==> src/rtl/flash_reader_pkg.sv <==
`default_nettype none
// ----------------------------------------------------------------------
// flash_pkg : shared constants and state encoding for flash_reader. Rev 1.0
// ----------------------------------------------------------------------
package flash_pkg;

  localparam logic [7:0] FLASH_CMD_READ = 8'h03;
  localparam int         CMD_BITS       = 32;

  typedef enum logic [1:0] {
    IDLE = 2'd0,
    CMD  = 2'd1,
    DATA = 2'd2,
    GAP  = 2'd3
  } state_e;

endpackage
`default_nettype wire

==> src/rtl/flash_reader_if.sv <==
`default_nettype none
// ----------------------------------------------------------------------
// flash_reader_if : request/stream handshake plus SPI flash pins. Rev 1.0
// ----------------------------------------------------------------------
interface flash_reader_if #(
  parameter int ADDR_W = 24,
  parameter int LEN_W  = 24
);
  import flash_pkg::*;

  logic              req;
  logic [ADDR_W-1:0] start_addr;
  logic [LEN_W-1:0]  length;
  logic              busy;
  logic              data_valid;
  logic [7:0]        data;
  logic              done;
  logic              flash_csn;
  logic              flash_sck;
  logic              flash_mosi;
  logic              flash_miso;

  // Master is the cart loader side together with the flash device pins.
  modport master (
    output req, start_addr, length, flash_miso,
    input  busy, data_valid, data, done, flash_csn, flash_sck, flash_mosi
  );

  modport slave (
    input  req, start_addr, length, flash_miso,
    output busy, data_valid, data, done, flash_csn, flash_sck, flash_mosi
  );

endinterface
`default_nettype wire

==> src/rtl/flash_reader_spi_shifter.sv <==
`default_nettype none
// ----------------------------------------------------------------------
// spi_shifter : mode-0 SCK divider, 32-bit MSB-first TX, 8-bit RX. Rev 1.0
// ----------------------------------------------------------------------
module spi_shifter
  import flash_pkg::*;
#(
  parameter int CLK_DIV = 2
) (
  input  logic                clock,
  input  logic                reset,
  input  logic                load_i,
  input  logic [CMD_BITS-1:0] word_i,
  input  logic                stop_i,
  input  logic                miso_i,
  output logic                sck_o,
  output logic                mosi_o,
  output logic                rise_o,
  output logic                fall_o,
  output logic [7:0]          rx_o
);

  localparam int               DIV_W    = (CLK_DIV > 1) ? $clog2(CLK_DIV) : 1;
  localparam logic [DIV_W-1:0] DIV_LAST = DIV_W'(CLK_DIV - 1);

  logic                en_q;
  logic                high_q;
  logic [DIV_W-1:0]    div_q;
  logic [CMD_BITS-1:0] tx_q;
  logic [7:0]          rx_q;
  logic                sck_q;
  logic                mosi_q;
  logic                tick_d;

  assign tick_d = en_q && (div_q == DIV_LAST);
  assign rise_o = tick_d && !high_q;
  assign fall_o = tick_d && high_q;
  assign sck_o  = sck_q;
  assign mosi_o = mosi_q;
  assign rx_o   = rx_q;

  always_ff @(posedge clock or posedge reset) begin
    if (reset) begin
      en_q   <= 1'b0;
      high_q <= 1'b0;
      div_q  <= '0;
      tx_q   <= '0;
      rx_q   <= 8'h00;
      sck_q  <= 1'b0;
      mosi_q <= 1'b0;
    end else if (load_i) begin
      en_q   <= 1'b1;
      high_q <= 1'b0;
      div_q  <= '0;
      sck_q  <= 1'b0;
      mosi_q <= word_i[CMD_BITS-1];
      tx_q   <= {word_i[CMD_BITS-2:0], 1'b0};
    end else if (en_q) begin
      if (tick_d) begin
        div_q <= '0;
        if (!high_q) begin
          high_q <= 1'b1;
          sck_q  <= 1'b1;
          rx_q   <= {rx_q[6:0], miso_i};
        end else begin
          high_q <= 1'b0;
          sck_q  <= 1'b0;
          // TX runs out of command bits after 32 shifts, so MOSI is 0 during data.
          if (stop_i) begin
            en_q   <= 1'b0;
            mosi_q <= 1'b0;
          end else begin
            mosi_q <= tx_q[CMD_BITS-1];
            tx_q   <= {tx_q[CMD_BITS-2:0], 1'b0};
          end
        end
      end else begin
        div_q <= div_q + DIV_W'(1);
      end
    end
  end

endmodule
`default_nettype wire

==> src/rtl/flash_reader.sv <==
`default_nettype none
// ----------------------------------------------------------------------
// flash_reader : SPI NOR READ (0x03) streaming reader, FSM + counters. Rev 1.0
// ----------------------------------------------------------------------
module flash_reader
  import flash_pkg::*;
#(
  parameter int CLK_DIV = 2,
  parameter int ADDR_W  = 24,
  parameter int LEN_W   = 24
) (
  input  logic          clock,
  input  logic          reset,
  flash_reader_if.slave bus
);

  localparam int               ADDR_BITS = CMD_BITS - 8;
  localparam int               GAP_W     = $clog2(2 * CLK_DIV);
  localparam logic [GAP_W-1:0] GAP_INIT  = GAP_W'(2 * CLK_DIV - 1);

  state_e             state_q;
  logic [LEN_W-1:0]   remain_q;
  logic [4:0]         bit_cnt_q;
  logic [GAP_W-1:0]   gap_q;
  logic               zero_q;
  logic               byte_pend_q;
  logic               csn_q;
  logic               busy_q;
  logic               dv_q;
  logic               done_q;
  logic [7:0]         data_q;

  logic [ADDR_W-1:0]   addr_d;
  logic [CMD_BITS-1:0] word_d;
  logic                load_d;
  logic                stop_d;
  logic                rise_d;
  logic                fall_d;
  logic [7:0]          rx_d;

  assign addr_d = bus.start_addr;
  assign word_d = {FLASH_CMD_READ, addr_d[ADDR_BITS-1:0]};
  assign load_d = (state_q == IDLE) && bus.req && (bus.length != '0);
  assign stop_d = (state_q == DATA) && fall_d && (remain_q == '0);

  spi_shifter #(
    .CLK_DIV (CLK_DIV)
  ) u_shifter (
    .clock  (clock),
    .reset  (reset),
    .load_i (load_d),
    .word_i (word_d),
    .stop_i (stop_d),
    .miso_i (bus.flash_miso),
    .sck_o  (bus.flash_sck),
    .mosi_o (bus.flash_mosi),
    .rise_o (rise_d),
    .fall_o (fall_d),
    .rx_o   (rx_d)
  );

  always_ff @(posedge clock or posedge reset) begin
    if (reset) begin
      state_q     <= IDLE;
      remain_q    <= '0;
      bit_cnt_q   <= 5'd0;
      gap_q       <= '0;
      zero_q      <= 1'b0;
      byte_pend_q <= 1'b0;
      csn_q       <= 1'b1;
      busy_q      <= 1'b0;
      dv_q        <= 1'b0;
      done_q      <= 1'b0;
      data_q      <= 8'h00;
    end else begin
      dv_q        <= 1'b0;
      byte_pend_q <= 1'b0;
      // The shifter's RX register holds the full byte one cycle after the 8th sample.
      if (byte_pend_q) begin
        data_q <= rx_d;
        dv_q   <= 1'b1;
      end
      case (state_q)
        IDLE: begin
          done_q <= 1'b0;
          if (bus.req) begin
            busy_q <= 1'b1;
            if (bus.length == '0) begin
              zero_q  <= 1'b1;
              gap_q   <= '0;
              state_q <= GAP;
            end else begin
              zero_q    <= 1'b0;
              remain_q  <= bus.length;
              bit_cnt_q <= 5'd0;
              csn_q     <= 1'b0;
              state_q   <= CMD;
            end
          end
        end
        CMD: begin
          if (fall_d) begin
            if (bit_cnt_q == 5'd31) begin
              bit_cnt_q <= 5'd0;
              state_q   <= DATA;
            end else begin
              bit_cnt_q <= bit_cnt_q + 5'd1;
            end
          end
        end
        DATA: begin
          if (rise_d) begin
            if (bit_cnt_q == 5'd7) begin
              bit_cnt_q   <= 5'd0;
              remain_q    <= remain_q - LEN_W'(1);
              byte_pend_q <= 1'b1;
            end else begin
              bit_cnt_q <= bit_cnt_q + 5'd1;
            end
          end
          if (stop_d) begin
            csn_q   <= 1'b1;
            gap_q   <= GAP_INIT;
            state_q <= GAP;
          end
        end
        GAP: begin
          // A zero-length request drops busy as done rises; a real transfer keeps busy through done.
          if (done_q) begin
            done_q  <= 1'b0;
            busy_q  <= 1'b0;
            state_q <= IDLE;
          end else if (gap_q == '0) begin
            done_q <= 1'b1;
            if (zero_q) begin
              busy_q <= 1'b0;
            end
          end else begin
            gap_q <= gap_q - GAP_W'(1);
          end
        end
        default: state_q <= IDLE;
      endcase
    end
  end

  assign bus.flash_csn  = csn_q;
  assign bus.busy       = busy_q;
  assign bus.data_valid = dv_q;
  assign bus.data       = data_q;
  assign bus.done       = done_q;

endmodule
`default_nettype wire

==> src/flat_wrapper.sv <==
// flat-port wrapper written by rule: the top's interface ports become plain ports
module flash_reader_flat import flash_pkg::*;
#(
  parameter int CLK_DIV = 2,
  parameter int ADDR_W  = 24,
  parameter int LEN_W   = 24
)
  (clock, reset, bus_req, bus_start_addr, bus_length, bus_flash_miso, bus_busy, bus_data_valid, bus_data, bus_done, bus_flash_csn, bus_flash_sck, bus_flash_mosi);
  flash_reader_if #(.ADDR_W(ADDR_W), .LEN_W(LEN_W)) bus_i ();
  input  logic clock;
  input  logic reset;
  input wire logic [$bits(bus_i.req)-1:0] bus_req;
  input wire logic [$bits(bus_i.start_addr)-1:0] bus_start_addr;
  input wire logic [$bits(bus_i.length)-1:0] bus_length;
  input wire logic [$bits(bus_i.flash_miso)-1:0] bus_flash_miso;
  output wire logic [$bits(bus_i.busy)-1:0] bus_busy;
  output wire logic [$bits(bus_i.data_valid)-1:0] bus_data_valid;
  output wire logic [$bits(bus_i.data)-1:0] bus_data;
  output wire logic [$bits(bus_i.done)-1:0] bus_done;
  output wire logic [$bits(bus_i.flash_csn)-1:0] bus_flash_csn;
  output wire logic [$bits(bus_i.flash_sck)-1:0] bus_flash_sck;
  output wire logic [$bits(bus_i.flash_mosi)-1:0] bus_flash_mosi;
  assign bus_i.req = bus_req;
  assign bus_i.start_addr = bus_start_addr;
  assign bus_i.length = bus_length;
  assign bus_i.flash_miso = bus_flash_miso;
  assign bus_busy = bus_i.busy;
  assign bus_data_valid = bus_i.data_valid;
  assign bus_data = bus_i.data;
  assign bus_done = bus_i.done;
  assign bus_flash_csn = bus_i.flash_csn;
  assign bus_flash_sck = bus_i.flash_sck;
  assign bus_flash_mosi = bus_i.flash_mosi;
  flash_reader #(.CLK_DIV(CLK_DIV), .ADDR_W(ADDR_W), .LEN_W(LEN_W)) u_core (.clock(clock), .reset(reset), .bus(bus_i));
endmodule
==> config.mk <==
export PLATFORM = sky130hd
export DESIGN_NAME = flash_reader_flat
export DESIGN_NICKNAME = d
export VERILOG_FILES = /design/src/rtl/flash_reader_pkg.sv /design/src/rtl/flash_reader_if.sv /design/src/rtl/flash_reader_spi_shifter.sv /design/src/rtl/flash_reader.sv /design/src/flat_wrapper.sv
export SDC_FILE = /design/constraint.sdc
export NUM_CORES = 1
export LEC_CHECK = 0
export ABC_CLOCK_PERIOD_IN_PS = 3400
export BUFFER_PORTS_ARGS = -buffer_cell sky130_fd_sc_hd__buf_2
export CORE_ASPECT_RATIO = 0.9
export CORE_MARGIN = 2
export CORE_UTILIZATION = 30
export CTS_CLUSTER_SIZE = 16
export DETAILED_ROUTE_END_ITERATION = 16
export PLACE_DENSITY = 0.47
export SLEW_MARGIN = 40
export SYNTH_ARGS = -nofsm -noshare
export SYNTH_HDL_FRONTEND = slang
export SYNTH_SLANG_ARGS = --single-unit
export TNS_END_PERCENT = 5
==> constraint.sdc <==
create_clock -name clock -period 3.4 [get_ports clock]
set_input_delay 0.85 -clock clock [delete_from_list [all_inputs] [get_ports clock]]
set_output_delay 0.85 -clock clock [all_outputs]
set_load 0.05 [all_outputs]
==> flow_summary_export.csv <==
group,metric,value,unit
pwr,p_int,0.00285,W
cts,clock-sinks,90,
synthesis,synth_nets,552,
routing,drtAntennaViolNets,0,
placement,placed_cell_area,0.00534,sq mm
pwr,vdd_drop_max,0.284,mV
synthesis,yosysSeqAreaShare,47.6,%
pwr,p_sw_share,40.6,%
timing,slew_headroom,46.2,%
synthesis,yosysWarnings,0,
synthesis,synth_cells,490,
setup_path,end_kind,"register",
pwr,comb_power_share,40.8,%
die,core-area,0.0154,sq mm
layout,nets,614,
layout,layout_common_cells,"dfrtp_1 (89), buf_2 (65), o21ai_0 (51), nand2_1 (51), mux2i_1 (32)",
timing,skew,0.00911,ns
pwr,p_per_area,855,mW/mm^2
routing,drtIter0Drc,302,
die,initial_core_util,30.6,%
die,die_h,123,um
die,num_rows,43,
synthesis,ys_types,53,
placement,pre_cts_ws,0.610,ns
synthesis,synth_edf_count,0,
timing,grt_setup_unrepaired,"no",
routing,detail_route.wl_per_cell,15.3,um
cts,cts_setup_buffers,0,
cts,cts_tree,"built",
routing,dr_wl_met2,5170,um
layout,drive_above_1_share,22.4,%
cts,cts_hold_buf,0,
timing,final.setup.worst_slack,0.803,ns
global_routing,grt_pass1_wl,18700,um
setup_path,crit_fanout,7,
cts,cts.clk_slew.worst_paths,0.07,ns
synthesis,synth_ff_type,"dfrtp_1",
placement,io_buffers,65,
global_routing,overflow,0,
timing,fin_crit,2.60,ns
layout,fin_util,36.4,%
synthesis,syn-mean-instance-area,9.65,sq um
cts,numCtsBuffers,9,
global_routing,antenna_found_initial,1,
layout,final_area,0.00562,sq mm
layout,layout_commonest_cell,"dfrtp_1",
setup_path,required,3.63,ns
synthesis,ys_seq_elements,90,
pwr,power.share.clock,19.9,%
setup_path,path_class,"reg2reg",
timing,hold_viol_final,0,
routing,highest_layer,"met4",
die,pin_count,66,
global_routing,grt_max_degree,58,
die,die_area,0.0168,sq mm
hold_path,min_path_type,"reg2reg",
routing,routed_wl,11600,um
global_routing,grt_pass1_vias,3601,
timing,min_period_over_period,76.4,%
cts,cts.repair.resized,0,
pwr,pwr-share-seq,39.3,%
timing,tns,0,ns
timing,max_freq,385,MHz
global_routing,grt_use_total,14.4,%
placement,hpwl,8060,um
cts,clk_latency,0.35,ns
pwr,p_switching,0.00195,W
cts,htree_levels,3,
routing,route.met3.wl,435,um
job,maxCapViolCount,0,
status,status,"complete, no violations",
placement,gp_congestion,0.790,
timing,slew_viol_final,0,
pwr,leakage,2.36,nW
timing,worstMarginPinSlew,0.805,ns
routing,dr.pass1.iters,5,
pwr,fin_total_pwr,0.00480,W
cts,clockBufferDepth,2,
setup_path,setup.worst_path.start_class,"register",
routing,route.detailed.drc,0,
setup_path,cp.arrival,2.82,ns
routing,drt-met1-wl,5760,um
layout,area_delta_synth_final,18.8,%
cts,root_buffer,"clkbuf_16",
timing,setup_viol,0,
routing,drt-vias-per-instance,5.18,
die,fp.dieW,136,um
synthesis,ys_async_sr_fraction,100,%
routing,vias,3938,
synthesis,synthesis.area,0.00473,sq mm
[state kept, by name (all words and copies together), names as in the netlist]
name and cells:
u_core.bus.flash_csn 1, u_core.byte_pend_q 1, u_core.bit_cnt_q 5, u_core.gap_q 2, u_core.u_shifter.div_q 1, u_core.zero_q 1, u_core.bus.busy 1, u_core.u_shifter.mosi_o 1
u_core.state_q 2, u_core.u_shifter.sck_o 1, u_core.bus.data_valid 1, u_core.bus.data 8, u_core.u_shifter.rx_o 8, u_core.u_shifter.en_q 1, u_core.bus.done 1, u_core.u_shifter.tx_q 31
u_core.remain_q 24
[area by class of cell]
class | count | area [sq um]
Antenna cell | 1 | 2.50
Clock buffer | 11 | 243
Clock inverter | 5 | 37.5
Fill cell | 1565 | 9820
Inverter | 13 | 51.3
Multi-Input combinational cell | 360 | 2340
Sequential cell | 90 | 2250
Tap cell | 202 | 253
Timing Repair Buffer | 78 | 435
[per-layer routing]
metal	vias up	global-route usage [%]
met4	0	6.84
met1	1905	20.7
met3	17	2.58
met2	78	20.8
li1	1938	-
met5	-	0
[cell usage after synthesis, types with 4 or more instances]
cell type | count | area (sq um)
dfrtp_1 | 89 | 2230
nand2_1 | 51 | 191
o21ai_0 | 51 | 255
a21oi_1 | 32 | 160
mux2i_1 | 32 | 320
nor2_1 | 26 | 97.6
clkbuf_1 | 18 | 67.6
mux2_2 | 16 | 180
o22ai_1 | 14 | 87.6
inv_1 | 12 | 45.0
nand3_1 | 12 | 60.1
nor4_1 | 12 | 75.1
ha_1 | 10 | 125
nor3_1 | 10 | 50.1
nand4_1 | 9 | 56.3
buf_2 | 8 | 40.0
nand2b_1 | 6 | 37.5
o31ai_1 | 6 | 45.0
a21o_1 | 5 | 37.5
a31o_2 | 5 | 43.8
and3_1 | 5 | 31.3
nor2b_1 | 5 | 31.3
a211oi_1 | 4 | 30.0
a31oi_1 | 4 | 25.0
o211ai_1 | 4 | 30.0
o22a_1 | 4 | 35.0
[critical path, cell delays in order, from the launching register on]
cell and delay, ns:
dfrtp_1 0.39, inv_1 0.12, ha_1 0.24, or3b_2 0.55, nor4_2 0.65, and4b_1 0.30, and4_1 0.19, nor3_1 0.05
[stage by stage]
step / cells / hold WS [ns]
floorplan: 490 / 0.352
global placement: 743 / 0.485
detailed placement: 743 / 0.491
CTS: 759 / 0.506
global route: 760 / 0.524
finish: 760 / 0.501
[path summary, 6_finish.rpt]
kind | from | end | slack (ns) | cells after the start
setup / recovery | u_core.remain_q[0] | u_core.remain_q[22] | 0.80 | 7
hold / removal | u_core.bus.data[3] | u_core.bus.data[3] | 0.50 | 1
setup reg to reg | u_core.remain_q[0] | u_core.remain_q[22] | 0.80 | 7
hold reg to reg | u_core.bus.data[3] | u_core.bus.data[3] | 0.50 | 1
max in group asynchronous | reset | u_core.bus.flash_csn | 2.14 | 3
min in group asynchronous | reset | u_core.bus.data_valid | 0.55 | 2
[power by group through the flow]
stage / logic, W / clock network [W] / registers (W)
after floorplan: 0.00148 / 0 / 0.00185
after global placement: 0.00192 / 0 / 0.00189
after detailed placement: 0.00197 / 0 / 0.00191
after CTS: 0.00197 / 0.000992 / 0.00189
after global routing: 0.00219 / 0.00104 / 0.00196
final: 0.00196 / 0.000958 / 0.00189
[kinds of logic (layout without fill, tap and decap cells)]
group | after synthesis | after routing | synth area share (%)
buffers and inverters | 40 | 107 | 3.39
other | 0 | 1 | 0
multiplexers | 48 | 48 | 10.6
AO/OA/AOI/OAI | 140 | 140 | 17.8
flip-flops | 90 | 90 | 47.6
adder cells (fa/ha/maj) | 10 | 10 | 2.64
AND/OR/NAND/NOR | 161 | 161 | 17.7
XOR/XNOR | 1 | 1 | 0.185
(Power assumes the default switching activity.)
